==> config.mk <==
export PLATFORM = sky130hd
export DESIGN_NAME = aurora_fpga_ctrl
export DESIGN_NICKNAME = d
export VERILOG_FILES = /design/src/rtl/aurora_fpga_ctrl.sv
export SDC_FILE = /design/constraint.sdc
export NUM_CORES = 1
export LEC_CHECK = 0
export ABC_AREA = 1
export CELL_PAD_IN_SITES_DETAIL_PLACEMENT = 1
export CELL_PAD_IN_SITES_GLOBAL_PLACEMENT = 1
export CORE_MARGIN = 2
export CORE_UTILIZATION = 40
export CTS_BUF_LIST = sky130_fd_sc_hd__clkbuf_16
export CTS_CLUSTER_SIZE = 14
export DETAILED_ROUTE_END_ITERATION = 16
export DONT_BUFFER_PORTS = 1
export PLACE_DENSITY_LB_ADDON = 0.1
export REMOVE_ABC_BUFFERS = 1
export SETUP_SLACK_MARGIN = 0.3
export SLEW_MARGIN = 20
export SYNTH_ARGS = -nofsm -noshare
export SYNTH_HDL_FRONTEND = slang
export SYNTH_SLANG_ARGS = --single-unit
==> constraint.sdc <==
create_clock -name user_clk -period 1.35 [get_ports user_clk]
set_input_delay 0.2025 -clock user_clk [delete_from_list [all_inputs] [get_ports user_clk]]
set_output_delay 0.2025 -clock user_clk [all_outputs]
set_load 0.1 [all_outputs]
==> src/rtl/aurora_fpga_ctrl.sv <==
// Aurora user-side controller: link bring-up FSM with a settle period, a
// single-register AXI-stream TX stage fed from a FWFT FIFO, and a registered RX FIFO writer.
module aurora_fpga_ctrl #(
  parameter int SETTLE_CYCLES = 16
) (
  input  logic        user_clk,
  input  logic        rst,
  input  logic        pll_not_locked,
  input  logic        rx_fifo_rst,
  input  logic        channel_rdy,
  input  logic [31:0] fifo_dat_i,
  input  logic        fifo_empty_i,
  output logic        fifo_rd_o,
  output logic [31:0] fifo_wr_dat_o,
  output logic        fifo_wr_o,
  input  logic        fifo_full_i,
  output logic [0:31] tx_data,
  output logic        tx_data_src_rdy,
  input  logic        tx_data_dst_rdy,
  input  logic [0:31] rx_data,
  input  logic        rx_data_src_rdy
);

  localparam int CntW = (SETTLE_CYCLES > 1) ? $clog2(SETTLE_CYCLES) : 1;
  localparam logic [CntW-1:0] CntLast = CntW'(SETTLE_CYCLES - 1);

  typedef enum logic [1:0] {
    DOWN   = 2'd0,
    SETTLE = 2'd1,
    UP     = 2'd2
  } linkState_e;

  logic            srst;
  linkState_e      linkState_q, linkState_d;
  logic [CntW-1:0] settleCnt_q, settleCnt_d;
  logic            isUp;
  logic            txLoad;
  logic [0:31]     txData_q, txData_d;
  logic            txValid_q, txValid_d;
  logic [31:0]     wrDat_q;
  logic            wr_q, wr_d;

  assign srst = rst | pll_not_locked;
  assign isUp = (linkState_q == UP);

  // Losing channel_rdy always wins; the counter is only meaningful in SETTLE.
  always_comb begin
    linkState_d = linkState_q;
    settleCnt_d = settleCnt_q;
    if (!channel_rdy) begin
      linkState_d = DOWN;
      settleCnt_d = '0;
    end else begin
      case (linkState_q)
        DOWN: begin
          linkState_d = SETTLE;
          settleCnt_d = '0;
        end
        SETTLE: begin
          if (settleCnt_q == CntLast) linkState_d = UP;
          else                        settleCnt_d = settleCnt_q + 1'b1;
        end
        UP:      linkState_d = UP;
        default: linkState_d = DOWN;
      endcase
    end
  end

  always_ff @(posedge user_clk) begin
    if (srst) begin
      linkState_q <= DOWN;
      settleCnt_q <= '0;
    end else begin
      linkState_q <= linkState_d;
      settleCnt_q <= settleCnt_d;
    end
  end

  // The [31:0] -> [0:31] assignment mirrors the bus bit order by position.
  always_comb begin
    txLoad    = isUp & ~fifo_empty_i & (~txValid_q | tx_data_dst_rdy) & ~srst;
    txData_d  = txLoad ? fifo_dat_i : txData_q;
    txValid_d = txValid_q;
    if (txLoad)               txValid_d = 1'b1;
    else if (tx_data_dst_rdy) txValid_d = 1'b0;
    if (linkState_d != UP)    txValid_d = 1'b0;
    wr_d = rx_data_src_rdy & isUp & ~fifo_full_i & ~rx_fifo_rst;
  end

  always_ff @(posedge user_clk) begin
    if (srst) begin
      txData_q  <= '0;
      txValid_q <= 1'b0;
      wrDat_q   <= '0;
      wr_q      <= 1'b0;
    end else begin
      txData_q  <= txData_d;
      txValid_q <= txValid_d;
      wrDat_q   <= rx_data;
      wr_q      <= wr_d;
    end
  end

  // Write strobe is masked by srst so a word captured just before reset never lands.
  assign fifo_rd_o       = txLoad;
  assign tx_data         = txData_q;
  assign tx_data_src_rdy = txValid_q;
  assign fifo_wr_dat_o   = wrDat_q;
  assign fifo_wr_o       = wr_q & ~srst;

endmodule

==> results, run 1 <==
- The run stopped with a tool error.
- The step where the flow halted is clock tree synthesis (4_1_cts).
- The tool reported: "[ERROR DPL-0033] detailed placement checks failed during check placement".
- The floorplan step set the die height to about 80 um.
- The congestion estimate from routability-driven global placement came to a little over 0.7.
- Synthesis instantiated 19 different standard cells from the library.
- After synthesis the cells add up to roughly 2400 um^2.
- The register bit count reported by yosys is approximately 70.
- The cell chosen for the clock root is clkbuf_16.
- The site row count is 28.
- For this run, the number of Yosys warnings is 0.
- The horizontal die dimension is 82 um.
- Buffers inserted during clock tree synthesis total 9.
- The H-tree was split into 3 levels.
- Buffers inserted to repair hold after CTS numbered 34.
- The number of buffers added for setup after CTS is 7.
- The number of I/O port buffers is 0.
- The portion of the post-synthesis area used by sequential elements is approximately three fifths.
- Counting along the longest clock path gives a buffer depth of 2.
- The starting density of the core is between 40% and 50%.
- The estimated wirelength of the detail-placed design is slightly below 5000 um.
- The post-cts gate resize count is 307.
- The number of primary I/O pins is 140.
- Averaged over all synthesized cells, the footprint is just over 8 um^2.
- Counting every sink on the clock net gives a little over 70.
- Synthesis handed over a netlist of 299 instances.
==> synthesized netlist by cell type (all sizes together) <==
cell type	instances	area share, %
nor4	1	0.26
nand2	12	1.9
ha	1	0.51
inv	48	7.4
clkbuf	6	1.1
nor2	109	18
dfxtp	72	59
a21oi	4	0.82
o21ai	34	7.0
buf	6	1.9
nand3	5	1.5
nand4	1	0.26
==> cell families after synthesis <==
kind of cell / Yosys count / share of synthesized area [%]
buffers and inverters: 60 / 10.3
adders and majority gates: 1 / 0.514
and+or+nand+nor: 128 / 22.1
AOI/OAI and AO/OA: 38 / 7.81
DFF: 72 / 59.2
==> per-stage QoR <==
stage | TNS, ps | std cells | setup WS [ps] | instance area [um^2]
after floorplan | -21370 | 287 | -1010 | 2360
after global placement | 0 | 437 | 111 | 3050
after detailed placement | 0 | 437 | 29.1 | 3050
==> inputs of run 2 (changes only) <==
CELL_PAD_IN_SITES_DETAIL_PLACEMENT = default   (was 1)
CELL_PAD_IN_SITES_GLOBAL_PLACEMENT = default   (was 1)
CORE_UTILIZATION = 25   (was 40)
CTS_BUF_LIST = default   (was sky130_fd_sc_hd__clkbuf_16)
CTS_CLUSTER_SIZE = default   (was 14)
PLACE_DENSITY_LB_ADDON = 0.15   (was 0.1)
SETUP_SLACK_MARGIN = default   (was 0.3)
==> run 2 against run 1 <==
The flow now finishes, with violations (negative hold slack, negative setup slack). Synthesized cell count is the same. Area after synthesis is the same.
==> results, run 2 <==
- The path class of the tightest hold or removal check is in2reg.
- The initial antenna violation count came to 0.
- The largest vdd supply drop is about 0.0005 V.
- For this design, the sink count on the clock tree is 72.
- Leaving out fill and tap cells, the most frequent cells in the layout are nor2_1, buf_4, dfxtp_1.
- Detailed placement finished with a half-perimeter wire length of 4270 um.
- The number of antenna diodes in the final layout is 0.
- Per report_power, the clock group accounts for between 40% and 50% of the total.
- The detailed-routing wirelength on met1 is roughly 2800 um.
- The kind of critical path is reg2out.
- The clock tree from TritonCTS is built.
- The initial DRC count is 42.
- The overall die area is approximately 11000 um^2.
- The final number of setup-violating endpoints is 19.
- In the synthesized netlist the async set-or-reset flop fraction comes to 0%.
- Of the cells placed in the final design, the portion with a size suffix greater than 1 is between 30% and 40%.
- Data on the critical path arrives at its endpoint at roughly 1300 ps.
- The synthesized area is 2430 um^2.
- The number of different library cells in the post-synthesis netlist is 19.
- In this run the horizontal extent of the chip is about 100 um.
- The routed wirelength normalized by instance count is about 12 um.
- In the final layout, flip-flops and latches occupy between 1000 and 1500 um^2.
- The non-filler instance count after layout is 555.
- The count of antenna-violating nets left after detailed routing is 0.
- The number of global-route vias before repair is 2040.
- Port buffering added 0 buffers.
- After synthesis, the largest area contributor takes up slightly below 60% of total cell area.
- The switching share of power is between 20% and 30%.
- Summed over all nets, the switching power comes to approximately 1200 uW.
- The CTS H-tree depth is 3.
- Of all cell types, the one taking the most synthesized area is dfxtp_1.
- Synthesis produced between 200 and 300 cells.
- OpenSTA, run right after detailed placement, puts the worst setup slack at a little under 100 ps.
- The via total after detailed routing is 2219.
- The highest routed metal layer is met4.
- The power density relative to cell area is 1200 nW/um^2.
- The placed cell count is roughly 490.
- The upper clock frequency limit is 667 MHz.
- The synthesized design contains a little over 70 register bits.
- The latest clock arrival within the worst-skew pair is between 300 and 400 ps.
- Setup repair after global routing could not meet its margin everywhere.
- The routed length on met2 is approximately 3400 um.
- The critical path required time is about 1200 ps.
- In this run the clock root is driven by a clkbuf_8.
- The number of max-capacitance violations reported is 0.
- 140 I/O pins were placed.
- The final-report hold violation count was 1.
- The clock-pin slew on the worst setup and hold paths is roughly 80 ps.
- The part of the power in combinational logic is 11.5%.
- The worst hold path startpoint is fifo_dat_i[5].
- The net count of the finished layout is 492.
- The first global-routing pass estimated approximately 9600 um of wire.
- The worst slew margin relative to its limit is 80.1%.
- The type of origin of the critical path is a register.
- The time the final worst path needs with I/O delays and setup is between 1000 and 1500 ps.
- The final RePlAce weighted congestion is ~0.8.
- Summed over all layers, the global routing overflow is 0.
- The total routed wirelength is a little under 7000 um.
- The tightest hold path in the finished design has a slack of -2.82 ps.
- The initial utilization of the core area, before any placement, comes to around 25%.
- The site row count is 36.
- The clock passes through at most 2 buffers.
- The critical register-to-register path startpoint is linkState_q[1]$_SDFF_PP0_.
- The sequential share of power is 45.4%.
- The count of pins over their slew limit is 0.
- After synthesis, the most frequently instantiated cells are nor2_1, dfxtp_1, inv_1.
- The flow ran to the end, but the final reports show violations.
- The average vias per placed instance is roughly 4.
- The internal power is 3590 uW.
- Between clock sinks in the finished design, the worst skew comes to ~8.1 ps.
- The synthesized design contains 0 enable-type register cells.
- The final reports fail on negative hold slack, negative setup slack.
- After detailed routing, the number of remaining DRC violations is 0.
- After detailed routing, the met3 layer carries around 570 um of wire.
- Dividing the synthesized area by the synthesized cell count gives 8.14 um^2.
- The share of the clock period used by the worst path after layout is 111%.
- Across all setup checks in the final design, the least slack found is -149 ps.
- The area occupied by multi-input gates is just over 800 um^2.
- At the pin with the least slew margin, the transition time is slightly below 300 ps.
- The detailed-router iteration count before antenna repair is 4.
- After synthesis, flip-flops and latches occupy between 50% and 60% of the total area.
- By area the synthesized netlist is led by dfxtp_1, nor2_1, inv_1.
- TritonCTS created 9 clock buffers.
- The Yosys warning count is 0.
- The growth of design area from synthesis to finish is 63.4%.
- The area inside the core boundary is approximately 9600 um^2.
- In the synthesized netlist the dominant register cell turns out to be dfxtp_1.
- The most frequent cell after synthesis is nor2_1.
- In this run the worst setup path begins at linkState_q[1]$_SDFF_PP0_.
- The number of filler instances in the final layout is around 940.
- The height of the die is 103 um.
- STA classifies the critical path endpoint as an output port.
- The leakage dissipation is 0.00185 uW.
- Of all nets on the critical path, the largest fanout is 8.
- The all-layer global routing usage is between 10% and 20%.
- For this run, the share of the core covered by cells in the final layout is 41.4%.
- The most common cell after layout, fill and taps aside is nor2_1.
- Entering global routing, the biggest net connects 35 pins.
run 2: what timing repair did:
action / in CTS / in global routing
setup endpoints to repair: 1 / 35
cloned: 1 / 4
hold buffers: 35 / 0
hold endpoints to repair: 33 / 0
resized for setup: 1 / 63
setup buffers: 3 / 6
pin swaps: 1 / 5
run 2: area by class of cell:
| class | count | area share, % |
|---|---|---|
| clock buffer | 10 | 3.46 |
| inverter | 48 | 4.59 |
| clock inverter | 5 | 2.61 |
| sequential | 72 | 36.3 |
| tap | 133 | 4.19 |
| multi-input combinational | 167 | 20.5 |
| timing repair buffer | 120 | 28.4 |
run 2: worst paths after layout:
kind | end | slack [ps] | depth (start not counted)
max | fifo_rd_o | -150 | 5
min | tx_data[26]$_SDFFE_PP0P_ | -3 | 2
max reg2reg | tx_data[19]$_SDFFE_PP0P_ | -60 | 10
min reg2reg | tx_data[10]$_SDFFE_PP0P_ | 470 | 2
run 2: critical path: stages (launching register included):
cell and delay [ps]:
dfxtp_2 360, inv_4 50, nor2_4 130, nand3_4 110, nor2_8 110, buf_12 200
run 2: power by group through the flow:
stage	combinational, uW	clock (uW)	sequential [uW]
final	550	2060	2170
after global routing	582	2230	2180
after CTS	536	2140	2170
after detailed placement	455	0	2220
after global placement	453	0	2220
after floorplan	78.4	0	2500
run 2: stage by stage:
stage / area, um^2 / total power [uW] / TNS (ps)
6_report: 3980 / 4790 / -793
5_1_grt: 3980 / 4990 / -2790
4_1_cts: 3760 / 4850 / -157
3_5_place_dp: 3110 / 2680 / 0
3_3_place_gp: 3110 / 2680 / 0
2_1_floorplan: 2360 / 2580 / -21370
run 2: logic make-up (layout without fill, tap and decap cells):
logic type / Yosys count / in the layout / synth area share [%]
flops: 72 / 72 / 59.2
simple gates: 128 / 128 / 22.1
compound gates: 38 / 38 / 7.81
buf+inv: 60 / 183 / 10.3
fa+ha+maj: 1 / 1 / 0.514
run 2: metal layers:
metal	GRT usage [%]	vias to the layer above
li1	-	1136
met1	13.6	986
met2	20.1	85
met3	5.29	12
met4	5.33	0
met5	0	-
Power figures use the tool's default switching activity.
==> inputs of run 3 (changes only) <==
CTS_CLUSTER_SIZE = 12   (was default)
==> results of run 3 <==
Same layout as run 2: the final DEF is identical, and so are final timing and power.
